## src/rtl/uart_pkg.sv

```systemverilog
`default_nettype none
// ============================================================================
//  Module      : uart_pkg
//  Description : Register map, status bit indices and FSM states for uart_slave.
//  Revision    : 1.0
// ============================================================================
package uart_pkg;

    localparam logic UART_REG_STATUS = 1'b0;
    localparam logic UART_REG_DATA   = 1'b1;

    localparam int STAT_RX_VALID = 0;
    localparam int STAT_TX_FULL  = 1;
    localparam int STAT_TX_IDLE  = 2;
    localparam int STAT_OVERRUN  = 3;
    localparam int STAT_FRAME    = 4;
    localparam int STAT_RXIE     = 5;
    localparam int STAT_TXIE     = 6;

    localparam int DATA_BITS = 8;

    typedef enum logic [1:0] {
        S_IDLE  = 2'd0,
        S_START = 2'd1,
        S_DATA  = 2'd2,
        S_STOP  = 2'd3
    } uart_state_e;

endpackage
`default_nettype wire

```

## src/rtl/sync_fifo.sv

```systemverilog
`default_nettype none
// ============================================================================
//  Module      : sync_fifo
//  Description : Single-clock FIFO, combinational head, extra-bit pointer wrap.
//  Revision    : 1.0
// ============================================================================
module sync_fifo #(
    parameter int WIDTH = 8,
    parameter int AW    = 4
) (
    input  logic             i_clk,
    input  logic             i_reset,
    input  logic             i_push,
    input  logic             i_pop,
    input  logic [WIDTH-1:0] i_wdata,
    output logic [WIDTH-1:0] o_rdata,
    output logic             o_empty,
    output logic             o_full
);

    logic [WIDTH-1:0] mem_q [2**AW];
    logic [AW:0]      wptr_q;
    logic [AW:0]      rptr_q;
    logic             w_do_pop;
    logic             w_do_push;

    assign o_empty   = (wptr_q == rptr_q);
    assign o_full    = (wptr_q[AW] != rptr_q[AW]) && (wptr_q[AW-1:0] == rptr_q[AW-1:0]);
    // A pop frees a slot in the same cycle, so a push into a full FIFO still lands.
    assign w_do_pop  = i_pop & ~o_empty;
    assign w_do_push = i_push & (~o_full | w_do_pop);
    assign o_rdata   = mem_q[rptr_q[AW-1:0]];

    always_ff @(posedge i_clk or posedge i_reset) begin
        if (i_reset) begin
            wptr_q <= '0;
            rptr_q <= '0;
        end else begin
            if (w_do_push) wptr_q <= wptr_q + 1'b1;
            if (w_do_pop)  rptr_q <= rptr_q + 1'b1;
        end
    end

    always_ff @(posedge i_clk) begin
        if (w_do_push) mem_q[wptr_q[AW-1:0]] <= i_wdata;
    end

endmodule
`default_nettype wire

```

## src/rtl/uart_slave.sv

```systemverilog
`default_nettype none
// ============================================================================
//  Module      : uart_slave
//  Description : Bus-mapped 8N1 UART with TX/RX FIFOs, interrupt, break reset.
//  Revision    : 1.0
// ============================================================================
module uart_slave
    import uart_pkg::*;
#(
    parameter int CLKS_PER_BIT = 217,
    parameter int FIFO_AW      = 4
) (
    input  logic       i_clk,
    input  logic       i_reset,
    input  logic       i_addr,
    input  logic [7:0] i_dat,
    output logic [7:0] o_dat,
    input  logic       i_cs,
    input  logic       i_we,
    output logic       o_ack,
    output logic       o_int,
    input  logic       i_rx,
    output logic       o_tx,
    output logic       o_reset
);

    localparam int              CNT_W     = $clog2(CLKS_PER_BIT);
    localparam logic [CNT_W-1:0] BIT_LAST  = CNT_W'(CLKS_PER_BIT - 1);
    localparam logic [CNT_W-1:0] HALF_LAST = CNT_W'(CLKS_PER_BIT / 2 - 1);
    localparam logic [2:0]       LAST_BIT  = 3'(DATA_BITS - 1);

    logic w_rx_pop, w_tx_push, w_stat_rd, w_ctrl_wr, w_tx_pop;
    logic w_rx_empty, w_rx_full, w_tx_empty, w_tx_full, w_tx_idle;
    logic [7:0] w_rx_rdata, w_tx_rdata, w_status;
    logic w_rx_sample, w_rx_push, w_frame_err, w_overrun;

    uart_state_e      rx_state_q, tx_state_q;
    logic             rx_meta_q, rx_line_q, rx_wait_q, reset_q;
    logic [CNT_W-1:0] rx_cnt_q, tx_cnt_q;
    logic [2:0]       rx_bit_q, tx_bit_q;
    logic [7:0]       rx_shift_q, tx_shift_q;
    logic             tx_q, rxie_q, txie_q, ovr_q, ferr_q;

    assign w_rx_pop  = i_cs & ~i_we & (i_addr == UART_REG_DATA);
    assign w_stat_rd = i_cs & ~i_we & (i_addr == UART_REG_STATUS);
    assign w_tx_push = i_cs &  i_we & (i_addr == UART_REG_DATA);
    assign w_ctrl_wr = i_cs &  i_we & (i_addr == UART_REG_STATUS);

    sync_fifo #(.WIDTH(8), .AW(FIFO_AW)) u_rx_fifo (
        .i_clk(i_clk), .i_reset(i_reset), .i_push(w_rx_push), .i_pop(w_rx_pop),
        .i_wdata(rx_shift_q), .o_rdata(w_rx_rdata), .o_empty(w_rx_empty), .o_full(w_rx_full)
    );

    sync_fifo #(.WIDTH(8), .AW(FIFO_AW)) u_tx_fifo (
        .i_clk(i_clk), .i_reset(i_reset), .i_push(w_tx_push), .i_pop(w_tx_pop),
        .i_wdata(i_dat), .o_rdata(w_tx_rdata), .o_empty(w_tx_empty), .o_full(w_tx_full)
    );

    assign w_rx_sample = (rx_state_q == S_STOP) & ~rx_wait_q & (rx_cnt_q == '0);
    assign w_rx_push   = w_rx_sample & rx_line_q;
    assign w_frame_err = w_rx_sample & ~rx_line_q;
    assign w_overrun   = w_rx_push & w_rx_full & ~w_rx_pop;
    assign w_tx_idle   = w_tx_empty & (tx_state_q == S_IDLE);
    assign w_tx_pop    = ~w_tx_empty & ((tx_state_q == S_IDLE) |
                                        ((tx_state_q == S_STOP) & (tx_cnt_q == '0)));

    always_comb begin
        w_status                = 8'h00;
        w_status[STAT_RX_VALID] = ~w_rx_empty;
        w_status[STAT_TX_FULL]  = w_tx_full;
        w_status[STAT_TX_IDLE]  = w_tx_idle;
        w_status[STAT_OVERRUN]  = ovr_q;
        w_status[STAT_FRAME]    = ferr_q;
        w_status[STAT_RXIE]     = rxie_q;
        w_status[STAT_TXIE]     = txie_q;
    end

    assign o_dat   = (i_addr == UART_REG_DATA) ? (w_rx_empty ? 8'h00 : w_rx_rdata) : w_status;
    assign o_ack   = i_cs;
    assign o_int   = (rxie_q & ~w_rx_empty) | (txie_q & w_tx_empty);
    assign o_tx    = tx_q;
    assign o_reset = reset_q;

    // Sticky flags: a new error in the clearing cycle survives the clear.
    always_ff @(posedge i_clk or posedge i_reset) begin
        if (i_reset) begin
            rxie_q <= 1'b0;
            txie_q <= 1'b0;
            ovr_q  <= 1'b0;
            ferr_q <= 1'b0;
        end else begin
            if (w_ctrl_wr) begin
                rxie_q <= i_dat[0];
                txie_q <= i_dat[1];
            end
            ovr_q  <= (ovr_q  & ~w_stat_rd) | w_overrun;
            ferr_q <= (ferr_q & ~w_stat_rd) | w_frame_err;
        end
    end

    // IDLE is only entered with the line high, so a low level there is a falling edge.
    always_ff @(posedge i_clk or posedge i_reset) begin
        if (i_reset) begin
            rx_meta_q  <= 1'b1;
            rx_line_q  <= 1'b1;
            rx_state_q <= S_IDLE;
            rx_cnt_q   <= '0;
            rx_bit_q   <= '0;
            rx_shift_q <= '0;
            rx_wait_q  <= 1'b0;
            reset_q    <= 1'b0;
        end else begin
            rx_meta_q <= i_rx;
            rx_line_q <= rx_meta_q;
            reset_q   <= 1'b0;
            case (rx_state_q)
                S_IDLE: if (!rx_line_q) begin
                    rx_state_q <= S_START;
                    rx_cnt_q   <= HALF_LAST;
                end
                S_START: if (rx_cnt_q != '0) begin
                    rx_cnt_q <= rx_cnt_q - 1'b1;
                end else if (rx_line_q) begin
                    rx_state_q <= S_IDLE;
                end else begin
                    rx_state_q <= S_DATA;
                    rx_cnt_q   <= BIT_LAST;
                    rx_bit_q   <= '0;
                end
                S_DATA: if (rx_cnt_q != '0) begin
                    rx_cnt_q <= rx_cnt_q - 1'b1;
                end else begin
                    rx_shift_q <= {rx_line_q, rx_shift_q[7:1]};
                    rx_cnt_q   <= BIT_LAST;
                    if (rx_bit_q == LAST_BIT) rx_state_q <= S_STOP;
                    else                      rx_bit_q   <= rx_bit_q + 1'b1;
                end
                S_STOP: if (rx_wait_q) begin
                    if (rx_line_q) begin
                        rx_wait_q  <= 1'b0;
                        rx_state_q <= S_IDLE;
                    end
                end else if (rx_cnt_q != '0) begin
                    rx_cnt_q <= rx_cnt_q - 1'b1;
                end else begin
                    rx_wait_q <= 1'b1;
                    reset_q   <= ~rx_line_q & (rx_shift_q == 8'h00);
                end
                default: rx_state_q <= S_IDLE;
            endcase
        end
    end

    always_ff @(posedge i_clk or posedge i_reset) begin
        if (i_reset) begin
            tx_state_q <= S_IDLE;
            tx_cnt_q   <= '0;
            tx_bit_q   <= '0;
            tx_shift_q <= '0;
            tx_q       <= 1'b1;
        end else begin
            case (tx_state_q)
                S_IDLE: if (w_tx_pop) begin
                    tx_shift_q <= w_tx_rdata;
                    tx_q       <= 1'b0;
                    tx_cnt_q   <= BIT_LAST;
                    tx_state_q <= S_START;
                end
                S_START: if (tx_cnt_q != '0) begin
                    tx_cnt_q <= tx_cnt_q - 1'b1;
                end else begin
                    tx_q       <= tx_shift_q[0];
                    tx_shift_q <= tx_shift_q >> 1;
                    tx_bit_q   <= '0;
                    tx_cnt_q   <= BIT_LAST;
                    tx_state_q <= S_DATA;
                end
                S_DATA: if (tx_cnt_q != '0) begin
                    tx_cnt_q <= tx_cnt_q - 1'b1;
                end else begin
                    tx_cnt_q <= BIT_LAST;
                    if (tx_bit_q == LAST_BIT) begin
                        tx_q       <= 1'b1;
                        tx_state_q <= S_STOP;
                    end else begin
                        tx_q       <= tx_shift_q[0];
                        tx_shift_q <= tx_shift_q >> 1;
                        tx_bit_q   <= tx_bit_q + 1'b1;
                    end
                end
                S_STOP: if (tx_cnt_q != '0) begin
                    tx_cnt_q <= tx_cnt_q - 1'b1;
                end else if (w_tx_pop) begin
                    tx_shift_q <= w_tx_rdata;
                    tx_q       <= 1'b0;
                    tx_cnt_q   <= BIT_LAST;
                    tx_state_q <= S_START;
                end else begin
                    tx_state_q <= S_IDLE;
                end
                default: tx_state_q <= S_IDLE;
            endcase
        end
    end

endmodule
`default_nettype wire
```

## config.mk

```make
export PLATFORM = sky130hd
export DESIGN_NAME = uart_slave
export DESIGN_NICKNAME = d
export VERILOG_FILES = /design/src/rtl/uart_pkg.sv /design/src/rtl/sync_fifo.sv /design/src/rtl/uart_slave.sv
export SDC_FILE = /design/constraint.sdc
export NUM_CORES = 1
export LEC_CHECK = 0
export ABC_AREA = 0
export CORE_ASPECT_RATIO = 2
export CORE_MARGIN = 1
export CORE_UTILIZATION = 43
export DETAILED_ROUTE_END_ITERATION = 8
export GPL_TIMING_DRIVEN = 0
export SYNTH_ARGS = -nofsm -noshare
export SYNTH_HDL_FRONTEND = slang
export SYNTH_SLANG_ARGS = --single-unit
export TNS_END_PERCENT = 20
```

## constraint.sdc

```tcl
create_clock -name i_clk -period 4.2 [get_ports i_clk]
set_input_delay 1.26 -clock i_clk [delete_from_list [all_inputs] [get_ports i_clk]]
set_output_delay 1.26 -clock i_clk [all_outputs]
set_load 0.03 [all_outputs]
```

Yosys cells after proc, flatten, opt, wreduce, memory -nomap -nowiden
Memories as Yosys holds them, arrays and structs flattened. Cells that the tools add are included.

Flip-flop bits (word level): 71. Bits in writable memories: 256. Output and inout port bits: 12. Memories: 2.

Add/subtract/negate cells: 8. Equality and inequality tests: 31. Multiplexer cells: 59. Bitwise operators: 41. Reduce and logical (&&, ||, !) cells: 20.

Memories: u_rx_fifo.mem_q (depth 16, width 8, rd ports 1, clocked after memory_dff 0, wr ports 1, line sync_fifo.sv:21) `logic [WIDTH-1:0] mem_q [2**AW];`; u_tx_fifo.mem_q (depth 16, width 8, rd ports 1, clocked after memory_dff 0, wr ports 1, line sync_fifo.sv:21).

Operator list (number): 8-bit two-way mux (16); 8-bit one-hot mux with 4 select lines (2); 2-bit inequality test, second input constant (14); 1-bit AND (24); 8-bit zero test (3); 2-bit two-way mux (12); 8-bit one-hot mux with 3 select lines (1); 3-bit two-way mux (7); 5-bit by 1-bit adder with 5-bit output, second input constant (4); 1-bit two-way mux (16); 2-bit one-hot mux with 4 select lines (2); 8-bit nonzero test (2); 8-bit by 1-bit subtractor with 8-bit output, second input constant (2); 3-bit one-hot mux with 2 select lines (2); 4-bit AND reduction (3); 1-bit inverter (11); 5-bit == test (2); 5-bit AND reduction (2); 2-bit == test, second input constant (4); 4-bit == test (2); 3-bit by 1-bit adder with 3-bit output, second input constant (2); 3-bit == test, second input constant (2); 1-bit bitwise OR (6); 6-bit AND reduction (1); other kinds (11) (17).

Logic depth before layout (Yosys ltp)
Gate-level depths: netlist (run 1).

Depth in word-level cells: 9. Mapped depth: 9. Gate-level depth less buffers: 7.

Hierarchy
Synthesis (run 1) repeated with hierarchy kept, for this count alone.

Cell total of the unflattened synthesis: 852. Area, all modules: 14269.9 um^2.

Modules (own cells, without submodules): sync_fifo (instances 2, cells each 268, area each 5624.1 um^2); uart_slave (instances 1, cells each 316, area each 3021.6 um^2).

Least setup slack after synthesis (run 1)
OpenSTA, ideal clock, no wires.

Path type: input port to output port. From: input port i_addr. To: output port o_dat[2]. Arrival time: 2.203 ns. Data required time: 2.940 ns. Path slack: 0.737 ns. Stages: 3. Path through: clkbuf_1 -> nand2_1 -> o22ai_1.

Longest elaborated chain between the ends: 1.

Ends and longest elaborated chain: start, declared (line uart_slave.sv:15) `input logic i_addr,`; 8-bit two-way mux (line uart_slave.sv:78) `assign o_dat = (i_addr == UART_REG_DATA) ? (w_rx_empty ? 8'h00 : w_rx_rdata) : w_status;`; end, declared (line uart_slave.sv:17) `output logic [7:0] o_dat,`.

Every way passes these cells.

Worst setup path after layout (run 1)
From: register u_rx_fifo.rptr_q[1]. To: output port o_dat[3].

Longest elaborated chain between the ends: 3. Elaborated cells between the ends (all ways): 4.

Ends and longest elaborated chain: start, declared (line sync_fifo.sv:23) `logic [AW:0] rptr_q;`; start signal, assigned (line sync_fifo.sv:40) `if (w_do_pop) rptr_q <= rptr_q + 1'b1;`; memory read 16 x 8 bit or 5-bit == test (tied branches); 8-bit two-way mux * (2 in a row) (line uart_slave.sv:78).

Every way passes the cells marked *; elsewhere a longest branch is shown, timed or not.

==> out/qor.yml, run 1 <==
worstSetupPathType: "reg -> out"
crit_family: "multiplexers"
drv_slew: 0
cts_buffer_depth: 3
die_y_um: 258
areaGrowthSynthToFinish_pct: 13.4
p_leak_nw: 5.99
synth_fa_ha_area_share_pct: 2.31
syn_inst: 875
p_sw_mw: 3.09
fmax_mhz: 241
gp_congestion: 0.843
synth_top_family_by_area: "multiplexers"
maxCapViolCount: 0
synth-compound-area-share_pct: 6.91
clock-sinks: 327
dieArea_um2: 33500
min_period_over_period_pct: 98.7
clk_pin_slew_ps: 70
worst_ep_arrival_time_ps: 2890
ys_warn_count: 0
grt_util_all_layers_pct: 19.9
drc: 0
reg2reg_slack_ps: 620
finalClockSkew_ps: 15.9
p_per_area_nw_per_um2: 597
clk-insertion-delay-late_ps: 560
synth.distinct_cells: 74
wire_per_inst_um: 23.1
outcome: "complete, no violations"
coreArea_um2: 32200
combPwrFrac_pct: 30.8
postCtsHoldBufs: 0
drt_first_pass_iters: 5
fill_cells: 2754
antenna_found_initial: 0
worstPathRequired_ps: 2940
htree_levels: 1
drtIter0Drc: 369
synth_ff_type: "edfxtp_1"
yosys.area_share.simple_pct: 7.01
seq_area_frac_synth_pct: 67.3
postCtsSetupBuffers: 0
avgSynthCellArea_um2: 16.1
crit_fanout: 10
start_kind: "flop"
worst_slew_pin_slew_ps: 1100
p_seq_share_pct: 40.4
period_needed_ps: 4150
crit_buf_inv: 3
initial_utilization_pct: 43.7
io_buffer_count: 25
critical-path-max-stage-delay_ps: 520
ant_nets: 0
syn_area_um2: 14100
num_vias: 7644
place_hpwl_um: 22700
slowest_stage: "mux4_2"
grt_pass1_vias: 8130
die_w_um: 130
synth-xor-area-share_pct: 1.87
rsz0062_at_grt: "yes"
postRouteWirelength_um: 31800
p_int_mw: 6.44
final_cell_area_um2: 16000
fin_util_pct: 49.5
io_pins: 26
avgViaCountPerCell: 5.54
grt_max_degree: 62
muxShareOfSynthArea_pct: 12.5
diodes: 0
tritoncts: "built"
peakVddDrop_mv: 0.464
rows: 93
clkPwrFrac_pct: 28.8
hold_class: "reg -> reg"
numCtsBuffers: 29
hold_ws_ps: 359
placed_area_um2: 14900
power_switching_share_pct: 32.5
fin_nets: 971
ctsRootBufferMaster: "clkbuf_16"
async_flop_share_pct: 21.7
final-setup-viol-count: 0
synthesis.nets: 915
crit_chain: "buf_6, buf_6, mux4_2, mux2_2, a21oi_2, o22ai_1, clkdlybuf4s15_2"
final_layout_size_suffix_gt1_share_pct: 19.6
slew_headroom_pct: 26.4
synth_edf_count: 256
grt_pass1_wl_um: 48000
critPathMostFrequentCell: "buf_6"
hold_viol: 0
endpoint_kind: "primary output"
ys_seq_elements: 327
overflow: 0
[what timing repair did]
action	CTS	global route
gates cloned	0	0
endpoints found under the setup margin	9	5
resized for setup	42	6
[Yosys cell counts (all sizes together) (3+ instances only)]
cell     number  area share, %
xor2         14           0.87
nor4          8           0.61
dfstp         3           0.56
mux2i        37            2.6
nand3b        3           0.16
ha           26            2.3
o31ai         4           0.21
edfxtp      256             55
inv          26           0.69
and3         12           0.58
buf          26           0.98
o21ai        24           0.85
a221oi        7           0.44
dfrtp        68             12
nand4         6           0.27
nor3b         3           0.20
o21a          3           0.16
nor2         38            1.0
a22o         12           0.76
a2bb2oi       3           0.19
nand3         7           0.34
nor2b        13           0.58
mux4         52            8.3
a21oi        32            1.1
mux2         19            1.5
xnor2        16            1.0
nor3         24            1.0
nand2        43            1.2
nand2b        3           0.13
and2          5           0.22
o22ai        17           0.76
a311oi        3           0.19
a31oi         8           0.40
clkbuf       19           0.51
[through the flow]
step	total power, mW	setup WS [ps]	std cells	setup TNS [ps]
after floorplan	5.93	737	875	0
after detailed placement	6.81	-474	1328	-3200
after global routing	9.95	-19.4	1380	-19.4
after CTS	9.62	0.944	1380	0
after global placement	6.78	-459	1327	-23630
final	9.53	53.4	1380	0
[power by group through the flow]
stage                     combinational (mW)  clock (mW)  sequential [mW]
after floorplan                         2.07           0             3.85
after global placement                  2.89           0             3.89
after detailed placement                2.92           0             3.89
after CTS                               2.97        2.81             3.84
after global routing                    3.17        2.91             3.87
final                                   2.94        2.75             3.85
[registers in the layout, indices dropped and copies added, names as in the netlist, 2 cells and up, named ones only]
name	count
u_rx_fifo.mem_q	128
u_tx_fifo.mem_q	128
rx_cnt_q	8
rx_shift_q	8
tx_cnt_q	8
tx_shift_q	8
u_rx_fifo.rptr_q	5
u_rx_fifo.wptr_q	5
u_tx_fifo.rptr_q	5
u_tx_fifo.wptr_q	5
rx_bit_q	3
tx_bit_q	3
tx_state_q	2
[worst paths after layout]
check / startpoint / end / depth (start not counted)
max: u_rx_fifo.rptr_q[1]$_DFFE_PP0P_ / o_dat[3] / 7
min: rx_meta_q$_DFF_PP1_ / rx_line_q$_DFF_PP1_ / 0
max reg2reg: rx_cnt_q[0]$_DFFE_PP0P_ / u_rx_fifo.mem_q[12][3]$_DFFE_PP_ / 8
min reg2reg: rx_meta_q$_DFF_PP1_ / rx_line_q$_DFF_PP1_ / 0
max in group asynchronous: i_reset / u_rx_fifo.rptr_q[0]$_DFFE_PP0P_ / 3
min in group asynchronous: i_reset / rx_cnt_q[5]$_DFFE_PP0P_ / 2
[layout by cell type, fill, tap and decap left out, drive strengths merged, types with 3 or more instances in the layout]
cell,synthesis,routed
dfstp,3,3
nor2b,13,13
mux4,52,52
clkdlybuf4s50,0,16
nand3b,3,3
and2,5,5
o31ai,4,4
buf,26,27
nor3,24,24
mux2,19,19
a311oi,3,3
xor2,14,14
ha,26,26
nand3,7,7
inv,26,26
nand2,43,43
xnor2,16,16
a21oi,32,32
o22ai,17,17
nor4,8,8
a2bb2oi,3,3
edfxtp,256,256
dlygate4sd2,0,3
o21a,3,3
and3,12,12
nand4,6,6
nor2,38,38
bufinv,0,4
o21ai,24,24
mux2i,37,37
clkbuf,19,56
nand2b,3,3
a22o,12,12
clkinv,0,11
nor3b,3,3
a221oi,7,7
clkdlybuf4s15,0,5
dfrtp,68,68
a31oi,8,8
[logic make-up (layout without fill, tap and decap cells)]
family | Yosys count | in the layout
XOR/XNOR | 30 | 30
multiplexers | 108 | 108
adder cells (fa/ha/maj) | 26 | 26
buffers and inverters | 71 | 149
AND/OR/NAND/NOR | 175 | 175
flip-flops | 327 | 327
AO/OA/AOI/OAI | 138 | 138
[routing by layer]
layer,track usage (%),vias up,share of wire [%]
met1,19.6,3899,34
met5,0,-,0
li1,-,3521,-
met2,39.3,155,59
met3,1.99,69,2.9
met4,10.5,0,4.9
[final cells by class]
cell class                      instances  area, um2  area share, %
Clock buffer                           37        796           4.98
Tap cell                              427        534           3.35
Multi-Input combinational cell        477       4350           27.2
Timing Repair Buffer                   26        275           1.72
Inverter                               26        100          0.627
Clock inverter                         16        183           1.14
Buffer                                 44        260           1.63
Sequential cell                       327       9470           59.3
No activity file was read; power rests on OpenSTA's default activity.
==> run 2: changes to the inputs <==
--- a/config.mk
+++ b/config.mk
@@ -6,11 +6,14 @@
 export NUM_CORES = 1
 export LEC_CHECK = 0
 export ABC_AREA = 0
+export CELL_PAD_IN_SITES_DETAIL_PLACEMENT = 1
+export CELL_PAD_IN_SITES_GLOBAL_PLACEMENT = 1
 export CORE_ASPECT_RATIO = 2
-export CORE_MARGIN = 1
+export CORE_MARGIN = 3
 export CORE_UTILIZATION = 43
 export DETAILED_ROUTE_END_ITERATION = 8
 export GPL_TIMING_DRIVEN = 0
+export PLACE_DENSITY_LB_ADDON = 0.1
 export SYNTH_ARGS = -nofsm -noshare
 export SYNTH_HDL_FRONTEND = slang
 export SYNTH_SLANG_ARGS = --single-unit
==> constraint.sdc (replaced) <==
create_clock -name i_clk -period 4.4 [get_ports i_clk]
set_input_delay 1.32 -clock i_clk [delete_from_list [all_inputs] [get_ports i_clk]]
set_output_delay 1.32 -clock i_clk [all_outputs]
set_load 0.03 [all_outputs]
==> run 2 against run 1 <==
Effect of this change:
- power fell by 3.5%
- first-iteration DRC count fell by 15%
- largest power group unchanged
- die area rose by 4.7%
==> out/qor.yml, run 2 (synthesis gave the netlist of run 1 again) <==
rsz0062_at_grt: "no"
fill_cells: 3116  # +13%
maxCapViolCount: 0  # unchanged
rows: 93  # unchanged
overflow: 0  # unchanged
clock-sinks: 327  # unchanged
fmax_mhz: 230
numCtsBuffers: 29  # unchanged
grt_util_all_layers_pct: 21.3  # +1.4 points
die_w_um: 134  # +3.1%
ctsRootBufferMaster: "clkbuf_16"
grt_pass1_vias: 8806  # +8.3%
die_y_um: 262  # +1.6%
endpoint_kind: "primary output"
gp_congestion: 0.873  # +3.6%
start_kind: "input pin"
grt_pass1_wl_um: 55200  # +15%
postCtsSetupBuffers: 0  # unchanged
fin_util_pct: 49.4  # -0.10 points
dp_cells: 1328  # unchanged
cts_buffer_depth: 3  # unchanged
grt_max_degree: 55  # -11%
ff2ff_path_depth: 8  # unchanged
final-setup-viol-count: 0  # unchanged
postCtsHoldBufs: 0  # unchanged
ant_nets: 0  # unchanged
outcome: "complete, no violations"
drv_slew: 0  # unchanged
drtIter0Drc: 314  # -15%
peakVddDrop_mv: 0.442  # -4.7%
postRouteWirelength_um: 36800  # +16%
io_buffer_count: 25  # unchanged
hold_viol: 0  # unchanged
place_hpwl_um: 26900  # +18%
avgViaCountPerCell: 5.68  # +2.5%
min_period_over_period_pct: 98.9
holdPathStages: 0  # unchanged
fin_nets: 972  # +0.10%
htree_levels: 1  # unchanged
tritoncts: "built"
clk-insertion-delay-late_ps: 570  # about the same
slew_headroom_pct: 12.8  # -14 points
worst_slew_pin_slew_ps: 1300  # +198 ps
fin_cells: 1381  # +0.072%
num_vias: 7841  # +2.6%
drt_first_pass_iters: 4  # -1
final_common_cell: "edfxtp_1"
hold_class: "reg -> reg"
crit_fanout: 10  # unchanged
p_leak_nw: 5.96  # -0.45%
io_pins: 26  # unchanged
drc: 0  # unchanged
worstSetupPathType: "in -> out"
dieArea_um2: 35100  # +4.7%
worst_ep_arrival_time_ps: 3030  # +140 ps
areaGrowthSynthToFinish_pct: 13.2
worstPathRequired_ps: 3080  # +140 ps
initial_utilization_pct: 43.7  # unchanged
hold_ws_ps: 356  # -2.63 ps
finalClockSkew_ps: 18.7  # +2.80 ps
coreArea_um2: 32200  # unchanged
antenna_found_initial: 0  # unchanged
clk_pin_slew_ps: 70  # about the same
p_per_area_nw_per_um2: 577  # -3.3%
period_needed_ps: 4350
final_layout_size_suffix_gt1_share_pct: 19.5  # -0.13 points
final_cell_mix: "256 x edfxtp_1, 68 x dfrtp_1, 52 x mux4_2"
diodes: 0  # unchanged
wire_per_inst_um: 26.6  # +15%
[run 2: changes by cell type in the layout (fill, tap and decap cells not counted), moves of 2 or more]
| cell | previous run | this run |
|---|---|---|
| a21oi_1 | 29 | 32 |
| a21oi_2 | 3 | 0 |
| clkbuf_8 | 4 | 1 |
| clkdlybuf4s15_2 | 5 | 3 |
| clkinv_2 | 7 | 10 |
| mux2i_1 | 37 | 34 |
| clkinvlp_4 | 1 | 4 |
| mux2i_2 | 0 | 2 |
[run 2: critical path: stages]
cell,delay [ps]
clkdlybuf4s50_1,580
buf_2,270
nand2_1,190
o22ai_1,310
clkdlybuf4s15_2,350
[run 2: stage by stage]
stage,power (mW),area [um2],setup slack [ps],TNS (ps)
6_report,9.19,15900,46.9,0
3_3_place_gp,6.51,14900,-606,-16340
5_1_grt,9.63,15900,0.707,0
3_5_place_dp,6.64,14900,-589,-5100
2_1_floorplan,5.66,14100,817,0
4_1_cts,9.29,15900,-75.7,-78.3
[run 2: area by class of cell]
cell class / instances / area, um2 / area share, %
Inverter: 26 / 100 / 0.628
Tap cell: 427 / 534 / 3.35
Buffer: 45 / 256 / 1.61
Clock inverter: 21 / 211 / 1.33
Sequential cell: 327 / 9470 / 59.4
Timing Repair Buffer: 26 / 264 / 1.66
Clock buffer: 32 / 747 / 4.69
Multi-Input combinational cell: 477 / 4350 / 27.3
[run 2: where the power goes]
part           leakage [nW]  internal, mW  switching (mW)
Sequential             3.54          3.51           0.153
Clock                 0.468          1.46            1.14
Combinational          1.96          1.13            1.80
Total                  5.96          6.10            3.10
[run 2: what timing repair did]
item,CTS,global route
setup endpoints to repair,9,7
resized for setup,33,12
pin swaps,0,1
[run 2: worst paths after layout]
check	start	to	slack, ps
max	i_addr	o_dat[2]	50
min	rx_meta_q$_DFF_PP1_	rx_line_q$_DFF_PP1_	360
max reg2reg	rx_cnt_q[0]$_DFFE_PP0P_	u_rx_fifo.mem_q[14][4]$_DFFE_PP_	840
min reg2reg	rx_meta_q$_DFF_PP1_	rx_line_q$_DFF_PP1_	360
max in group asynchronous	i_reset	rx_cnt_q[4]$_DFFE_PP0P_	2690
min in group asynchronous	i_reset	tx_cnt_q[5]$_DFF_PP0_	1080
[run 2: metal layers]
layer / vias to the layer above / wire [um] / GRT usage [%]
met4: 0 / 1860 / 9.78
met2: 132 / 21900 / 43.6
met3: 77 / 871 / 2.30
met5: - / 0 / 0
li1: 3526 / - / -
met1: 4106 / 12100 / 20.7
==> run 3: changes to the inputs <==
--- a/config.mk
+++ b/config.mk
@@ -11,6 +11,7 @@
 export CORE_ASPECT_RATIO = 2
 export CORE_MARGIN = 3
 export CORE_UTILIZATION = 43
+export CTS_CLUSTER_DIAMETER = 150
 export DETAILED_ROUTE_END_ITERATION = 8
 export GPL_TIMING_DRIVEN = 0
 export PLACE_DENSITY_LB_ADDON = 0.1
==> results of run 3 <==
Same layout as run 2: the final DEF is identical, and so are final timing and power.
